## src/rtl/adder_arb_pkg.sv

```systemverilog
// adder_arb_pkg
// Shared definitions for the adder arbiter: FSM state encoding, default
// operand width and adder latency (also used by the CPU top), and a small
// helper that turns a requester index into a one-hot pair.
package adder_arb_pkg;

    localparam int DEF_WIDTH       = 4;
    localparam int DEF_ADD_LATENCY = 1;

    typedef enum logic [1:0] {
        ST_IDLE    = 2'd0,
        ST_WAIT    = 2'd1,
        ST_RESPOND = 2'd2
    } arb_state_e;

    function automatic logic [1:0] onehot2(input logic idx);
        return idx ? 2'b10 : 2'b01;
    endfunction

endpackage

```

## src/rtl/rr_pick2.sv

```systemverilog
// rr_pick2
// Combinational two-way round-robin pick. A lone valid requester always
// wins; when both are valid, prio names the winner.
// Ports:
//   req_valid[1:0]  in   requests
//   prio            in   requester favoured on a tie
//   grant[1:0]      out  one-hot grant (all zero when nothing is valid)
module rr_pick2 (
    input  logic [1:0] req_valid,
    input  logic       prio,
    output logic [1:0] grant
);

    always_comb begin
        grant    = 2'b00;
        grant[0] = req_valid[0] & (~req_valid[1] | ~prio);
        grant[1] = req_valid[1] & (~req_valid[0] |  prio);
    end

endmodule

```

## src/rtl/adder_arbiter.sv

```systemverilog
// adder_arbiter
// Two-requester round-robin front end for the shared pipelined adder. One
// operation is in flight at a time: accept operands, wait out the adder
// latency, hand the sum back to the requester that issued it.
// Ports:
//   clock, reset_n             clock and synchronous active-low reset
//   req_valid/req_ready[1:0]   operand handshake per requester
//   req_a0/req_b0/req_a1/req_b1 operands per requester
//   rsp_valid/rsp_ready[1:0]   response handshake per requester
//   rsp_sum                    result, meaningful while a rsp_valid bit is high
//   add_a, add_b, add_sum      registered operands to / result from the adder
//   busy                       high whenever the FSM is not idle
//
// state      | meaning
// -----------+------------------------------------------------------
// ST_IDLE    | waiting for a request; grant is offered combinationally
// ST_WAIT    | operands on the adder, counting down the adder latency
// ST_RESPOND | sum held for the owner until it takes it
module adder_arbiter
    import adder_arb_pkg::*;
#(
    parameter int WIDTH       = DEF_WIDTH,
    parameter int ADD_LATENCY = DEF_ADD_LATENCY
) (
    input  logic             clock,
    input  logic             reset_n,
    input  logic [1:0]       req_valid,
    output logic [1:0]       req_ready,
    input  logic [WIDTH-1:0] req_a0,
    input  logic [WIDTH-1:0] req_b0,
    input  logic [WIDTH-1:0] req_a1,
    input  logic [WIDTH-1:0] req_b1,
    output logic [1:0]       rsp_valid,
    input  logic [1:0]       rsp_ready,
    output logic [WIDTH-1:0] rsp_sum,
    output logic [WIDTH-1:0] add_a,
    output logic [WIDTH-1:0] add_b,
    input  logic [WIDTH-1:0] add_sum,
    output logic             busy
);

    localparam int CNT_W = 3;

    arb_state_e       state_q, state_d;
    logic             owner_q, owner_d;
    logic             prio_q, prio_d;
    logic [CNT_W-1:0] cnt_q, cnt_d;
    logic [WIDTH-1:0] add_a_q, add_a_d;
    logic [WIDTH-1:0] add_b_q, add_b_d;
    logic [WIDTH-1:0] rsp_sum_q, rsp_sum_d;
    logic [1:0]       rsp_valid_q, rsp_valid_d;
    logic [1:0]       grant;

    rr_pick2 u_pick (
        .req_valid (req_valid),
        .prio      (prio_q),
        .grant     (grant)
    );

    always_comb begin
        state_d     = state_q;
        owner_d     = owner_q;
        prio_d      = prio_q;
        cnt_d       = cnt_q;
        add_a_d     = add_a_q;
        add_b_d     = add_b_q;
        rsp_sum_d   = rsp_sum_q;
        rsp_valid_d = rsp_valid_q;
        req_ready   = 2'b00;

        case (state_q)
            ST_IDLE: begin
                // No grant is offered while reset is held.
                req_ready   = grant & {2{reset_n}};
                rsp_valid_d = 2'b00;
                if (|(req_valid & req_ready)) begin
                    owner_d = grant[1];
                    add_a_d = grant[1] ? req_a1 : req_a0;
                    add_b_d = grant[1] ? req_b1 : req_b0;
                    cnt_d   = CNT_W'(ADD_LATENCY);
                    state_d = ST_WAIT;
                end
            end
            ST_WAIT: begin
                if (cnt_q != '0) begin
                    cnt_d = cnt_q - 1'b1;
                end else begin
                    rsp_sum_d   = add_sum;
                    rsp_valid_d = onehot2(owner_q);
                    state_d     = ST_RESPOND;
                end
            end
            ST_RESPOND: begin
                // Only the owner's ready matters; the other bit is ignored.
                if (rsp_ready[owner_q]) begin
                    rsp_valid_d = 2'b00;
                    prio_d      = ~owner_q;
                    state_d     = ST_IDLE;
                end
            end
            default: begin
                rsp_valid_d = 2'b00;
                state_d     = ST_IDLE;
            end
        endcase
    end

    always_ff @(posedge clock) begin
        if (!reset_n) begin
            state_q     <= ST_IDLE;
            owner_q     <= 1'b0;
            prio_q      <= 1'b0;
            cnt_q       <= '0;
            add_a_q     <= '0;
            add_b_q     <= '0;
            rsp_sum_q   <= '0;
            rsp_valid_q <= 2'b00;
        end else begin
            state_q     <= state_d;
            owner_q     <= owner_d;
            prio_q      <= prio_d;
            cnt_q       <= cnt_d;
            add_a_q     <= add_a_d;
            add_b_q     <= add_b_d;
            rsp_sum_q   <= rsp_sum_d;
            rsp_valid_q <= rsp_valid_d;
        end
    end

    assign rsp_valid = rsp_valid_q;
    assign rsp_sum   = rsp_sum_q;
    assign add_a     = add_a_q;
    assign add_b     = add_b_q;
    assign busy      = (state_q != ST_IDLE);

endmodule

```

## config.mk

```make
export PLATFORM = sky130hd
export DESIGN_NAME = adder_arbiter
export DESIGN_NICKNAME = d
export VERILOG_FILES = /design/src/rtl/adder_arb_pkg.sv /design/src/rtl/rr_pick2.sv /design/src/rtl/adder_arbiter.sv
export SDC_FILE = /design/constraint.sdc
export NUM_CORES = 1
export LEC_CHECK = 0
export CAP_MARGIN = 20
export CORE_ASPECT_RATIO = 0.7
export CORE_UTILIZATION = 37
export CTS_CLUSTER_SIZE = 40
export DETAILED_ROUTE_END_ITERATION = 16
export PLACE_DENSITY = 0.84
export SYNTH_ARGS = -nofsm -noshare
export SYNTH_HDL_FRONTEND = slang
export SYNTH_HIERARCHICAL = 1
export SYNTH_SLANG_ARGS = --single-unit
```

## constraint.sdc

```tcl
create_clock -name clock -period 1.3 [get_ports clock]
set_input_delay 0.26 -clock clock [delete_from_list [all_inputs] [get_ports clock]]
set_output_delay 0.26 -clock clock [all_outputs]
set_load 0.01 [all_outputs]
```

Yosys cells after proc, flatten, opt, wreduce, memory -nomap -nowiden
Index checks and enable logic that the tools add are counted.
Word-level totals
  flip-flop bits (word level): 21
  input bits: 26
  output and inout port bits: 17
  logic and storage cells: 53
Cells by class
  add/sub/neg operators: 1
  order comparisons: 1
  equal/unequal tests: 6
  muxes and demuxes: 15
  bitwise operators: 11
  reduce and logical (&&, ||, !) cells: 11
Operator list (count)
  $mux W2: 6
  $mux W4: 2
  $ne A2 B2 Y1 const B: 4
  $reduce_and A2 Y1: 4
  $mux W3: 2
  $pmux W2 S3: 1
  $pmux W3 S2: 1
  $reduce_and A3 Y1: 2
  $not A1 Y1: 5
  $and A2 B2 Y2: 2
  $pmux W2 S2: 1
  $reduce_bool A2 Y1: 2
  $reduce_bool A3 Y1: 1
  $sub A3 B1 Y3 const B: 1
  $and A1 B1 Y1: 2
  $eq A2 B1 Y1 const B: 1
  $eq A2 B2 Y1 const B: 1
  $logic_not A2 Y1: 1
  $lt A1 B2 Y1 const B: 1
  $mux W1: 2
  $or A1 B1 Y1: 2
  $reduce_or A2 Y1: 1

Depth between registers and ports, before layout
  word-level depth: 8
  mapped depth: 6

Cells and area by module
Netlist, hierarchy kept.
Modules (own cells, without submodules)
  adder_arbiter: times used 1, cells an instance 109, area each 1004.7 µm², seq. area each 420.4 µm²
  rr_pick2: times used 1, cells an instance 3, area each 18.8 µm², seq. area each 0.0 µm²

Worst setup path after synthesis
OpenSTA, ideal clock, no wires.
  path type: reg-to-reg
  start point: register cnt_q[0]
  end point: register rsp_sum_q[0] (netlist: rsp_sum[0])
  setup time: 0.128 ns
  data arrival time: 1.225 ns
  path slack: -0.053 ns
  cell stages (with the launch flop): 7
  path buffers: 1
  clock period less this slack: 1.353 ns
  cell sequence: dfxtp_1 inv_1 ha_1 nor4bb_1 buf_2 mux2i_1 nor2_1
Between the ends
  word-level cells in the longest chain between the ends: 3
RTL lines
  from (decl): RTL line adder_arbiter.sv:47  | logic [CNT_W-1:0] cnt_q, cnt_d;
  from (signal assigned): RTL line adder_arbiter.sv:122  | cnt_q <= cnt_d;
  $reduce_bool A3 Y1: RTL line adder_arbiter.sv:85  | if (cnt_q != '0) begin
  $not A1 Y1 (no source line)
  $reduce_and A2 Y1 (no source line)
  to (signal assigned): RTL line adder_arbiter.sv:125  | rsp_sum_q <= rsp_sum_d;
  to (decl): RTL line adder_arbiter.sv:50  | logic [WIDTH-1:0] rsp_sum_q, rsp_sum_d;
No other way between the ends.
A chain may end at the register's enable or synchronous reset.

Worst setup path in the final report
  start point: register prio_q
  end point: register add_a_q[1] (netlist: add_a[1])
Between the ends
  elaborated cells on any way between the ends: 10
  classes of those cells: 1 x mux; 7 x bitwise; 2 x reduce/logical
RTL lines
  from (decl): RTL line adder_arbiter.sv:46  | logic prio_q, prio_d;
  from (signal assigned): RTL line adder_arbiter.sv:121  | prio_q <= prio_d;
  $or A1 B1 Y1 *: RTL line rr_pick2.sv:17  | grant[1] = req_valid[1] & (~req_valid[0] | prio);
  $and A1 B1 Y1 *: RTL line rr_pick2.sv:17
  via grant[1]: RTL line adder_arbiter.sv:52  | logic [1:0] grant;
  $and A2 B2 Y2: RTL line adder_arbiter.sv:74  | req_ready = grant & {2{reset_n}};
  $and A2 B2 Y2: RTL line adder_arbiter.sv:76  | if (|(req_valid & req_ready)) begin
  $reduce_or A2 Y1: RTL line adder_arbiter.sv:76
  $reduce_and A2 Y1 (no source line)
  to (signal assigned): RTL line adder_arbiter.sv:114  | add_a_q <= '0;
  to (signal assigned): RTL line adder_arbiter.sv:123  | add_a_q <= add_a_d;
  to (decl): RTL line adder_arbiter.sv:48  | logic [WIDTH-1:0] add_a_q, add_a_d;
The timed path passes the listed nets; every way through them passes the cells marked *.

==> flow_summary.toml <==
[worst_setup_path]
critPathLaunch = "prio_q"
r2r_cells = 6
critPathKind = "flip-flop to flip-flop"
end_kind = "flip-flop"
rrSetupSlack_ps = -70
reg2reg_from = "prio_q"
path_max_fanout = 9
endpoint = "add_a[1]"
cp.required_ps = 1480
regToRegEndpoint = "add_a[1]"
start_kind = "flip-flop"
arrival_ps = 1560

[grt]
antenna_found_initial = 0
grtUsageMet2 = 0.396
grt.met1_usage = 0.254
grt_max_degree = 12
grt_pass1_wl_um = 4790
grtUsageMet3 = 0.0550
grt_pass1_vias = 1044
globalRouteTotalUtil = 0.215
busiest_layer = "met2"
grt_overflow = 0

[timing]
rsz0062_at_grt = "yes"
worst_pin_slew_ps = 472
fin_hold_ws_ps = 499
worst_slew_margin_rel = 0.685
hold_violations = 0
finClkSkew_ps = 3.40
min_period_over_period = 1.06
setup_slack_ps = -74.6
fin_tns_setup_ps = -504
setup_viol_count_final = 17
slew_violations = 0
fmax_mhz = 727
fin_crit_ps = 1370

[floorplan]
std_cell_rows = 15
coreArea_um2 = 2530
ios = 43
die_y_um = 46.0
initial_utilization = 0.404
die_x_um = 64.9
die_area_um2 = 2980

[clocking]
worstSkewPairLatency_ps = 260
htreeDepth = 1
clockBufferDepth = 2
cts_buffers = 3
cts_sinks = 21
root_buffer = "clkbuf_8"
clkTransAtPathRegs_ps = 80
cts_tree = "done"

[cells_and_area]
drive_gt1_frac = 0.354
postLayoutCoreUtil = 0.718
final_area_um2 = 1820
num_antenna_cells = 0
layout.nets = 204
area.growth.synth_to_final_pct = 77.8

[power]
peakVddDrop_v = 0.000813
total_power_mw = 1.91
leakage_nw = 0.759
p_per_area_nw_per_um2 = 1050

[detailed_routing]
vias = 1114
wl_um = 3150
first_pass_iters = 4
drtIter0Drc = 26
ant_nets = 0
vias_per_cell = 5.33
post_drt_wl_per_cell_um = 15.1
route.detailed.drc = 0

[place]
place.gp.congestion = 0.754
dpl_cell_area_um2 = 1590
dp_hpwl_um = 2130
port_buffers = 42

[logic_synthesis]
synth_edf_count = 0
synth_sequential_area_ratio = 0.411
syn_nets = 140
async_flop_share = 0
ys_types = 32
yosys.area_share.simple = 0.144
synth.most_common_cell = "dfxtp_1"
synth-compound-area-share = 0.216
ys_ff_latch = 21
yosys_warnings = 6
synth_commonest_cells = "21 x dfxtp_1, 14 x mux2i_1, 11 x a21oi_1"
avgSynthCellArea_um2 = 9.14
synthesis.area_um2 = 1020
synth_flop_cell = "dfxtp_1"
synth_top_family_by_area = "compound AO/OA/AOI/OAI gates"
synth-adder-area-share = 0.0244
yosys.area.top_type = "dfxtp_1"
synth_xor_area_frac = 0
syn_inst = 112
synthMuxAreaShare = 0.148
synth_top_area_share = 0.411
yosys-top-cells-area = "dfxtp_1 41%, mux2i_1 14%, a211oi_1 5.9%"

[worst_hold_path]
hp-start = "rsp_valid[0]"
min_path_type = "flip-flop to flip-flop"

[outcome]
failed_checks = "negative setup slack"
status = "complete, but fails checks"

[job]
drv_cap = 0
## state kept, by name, summed over array words and instances, names as in the netlist
name	flops
add_b	4
state_q	2
prio_q	1
owner_q	1
rsp_valid	2
rsp_sum	4
cnt_q	3
add_a	4
## placed cells by master, fill, tap and decap left out, types with 2 or more instances in the layout
cell type	count
buf_2	3
a21oi_2	4
buf_6	7
nand4_1	2
dlygate4sd2_1	16
nor2b_1	2
nand2_1	4
a211oi_2	4
and3_1	2
a21oi_1	7
clkbuf_8	3
mux2i_1	13
buf_4	16
ha_4	2
clkdlybuf4s50_1	22
nand3_1	3
inv_2	2
o21ai_0	2
dfxtp_2	5
a211oi_1	4
a21boi_2	2
nand3b_1	2
nor2_1	6
dfxtp_1	16
inv_1	2
## metrics by stage
step,setup slack [ps],instances
after floorplan,9.86,112
after global placement,-624,199
after detailed placement,-681,199
after CTS,-65.0,206
after global routing,-127,209
final,-74.6,209
## critical path: stages, from the launching register on
cell	delay, ps
dfxtp_2	340
inv_2	50
a21boi_2	50
buf_4	140
a22o_4	260
and2_2	250
a211oi_1	200
## worst min-delay path by stage
stage,endpoint,slack (ps),depth (start not counted)
floorplan,prio_q,370,1
global placement,rsp_sum[2],480,2
detailed placement,rsp_sum[3],490,2
CTS,rsp_sum[3],510,2
global route,rsp_sum[2],520,2
finish,rsp_valid[0],500,2
## where the power goes
group	leakage, nW	switching (mW)	internal, mW
Combinational	0.562	0.331	0.399
Sequential	0.174	0.0436	0.708
Clock	0.0228	0.212	0.219
Total	0.759	0.587	1.33
## cell families (layout without fill, tap and decap cells)
group / Yosys count / after routing
flip-flops: 21 / 21
AND/OR/NAND/NOR: 28 / 29
buffers and inverters: 13 / 75
multiplexers: 15 / 15
adder cells (fa/ha/maj): 2 / 2
AO/OA/AOI/OAI: 33 / 33
## cell type report
type / instances / area (µm²)
fill: 198 / 714
multi-input combinational: 79 / 696
timing repair buffer: 65 / 584
sequential: 21 / 427
clock buffer: 4 / 45.0
tap: 34 / 42.5
inverter: 6 / 25.0
## repair_timing
action | CTS | global route
endpoints found under the setup margin | 35 | 23
gates cloned | 0 | 1
pin swaps | 6 | 10
setup buffers | 3 | 3
endpoints found under the hold margin | 0 | 0
gates resized for setup | 58 | 19
hold buffers | 0 | 0
## layer usage
| layer | wire (µm) | share of wire |
|---|---|---|
| met3 | 201 | 0.064 |
| met2 | 1500 | 0.48 |
| met4 | 22 | 0.0070 |
| met5 | 0 | 0 |
| met1 | 1430 | 0.45 |
No activity file was read; power rests on OpenSTA's default activity.
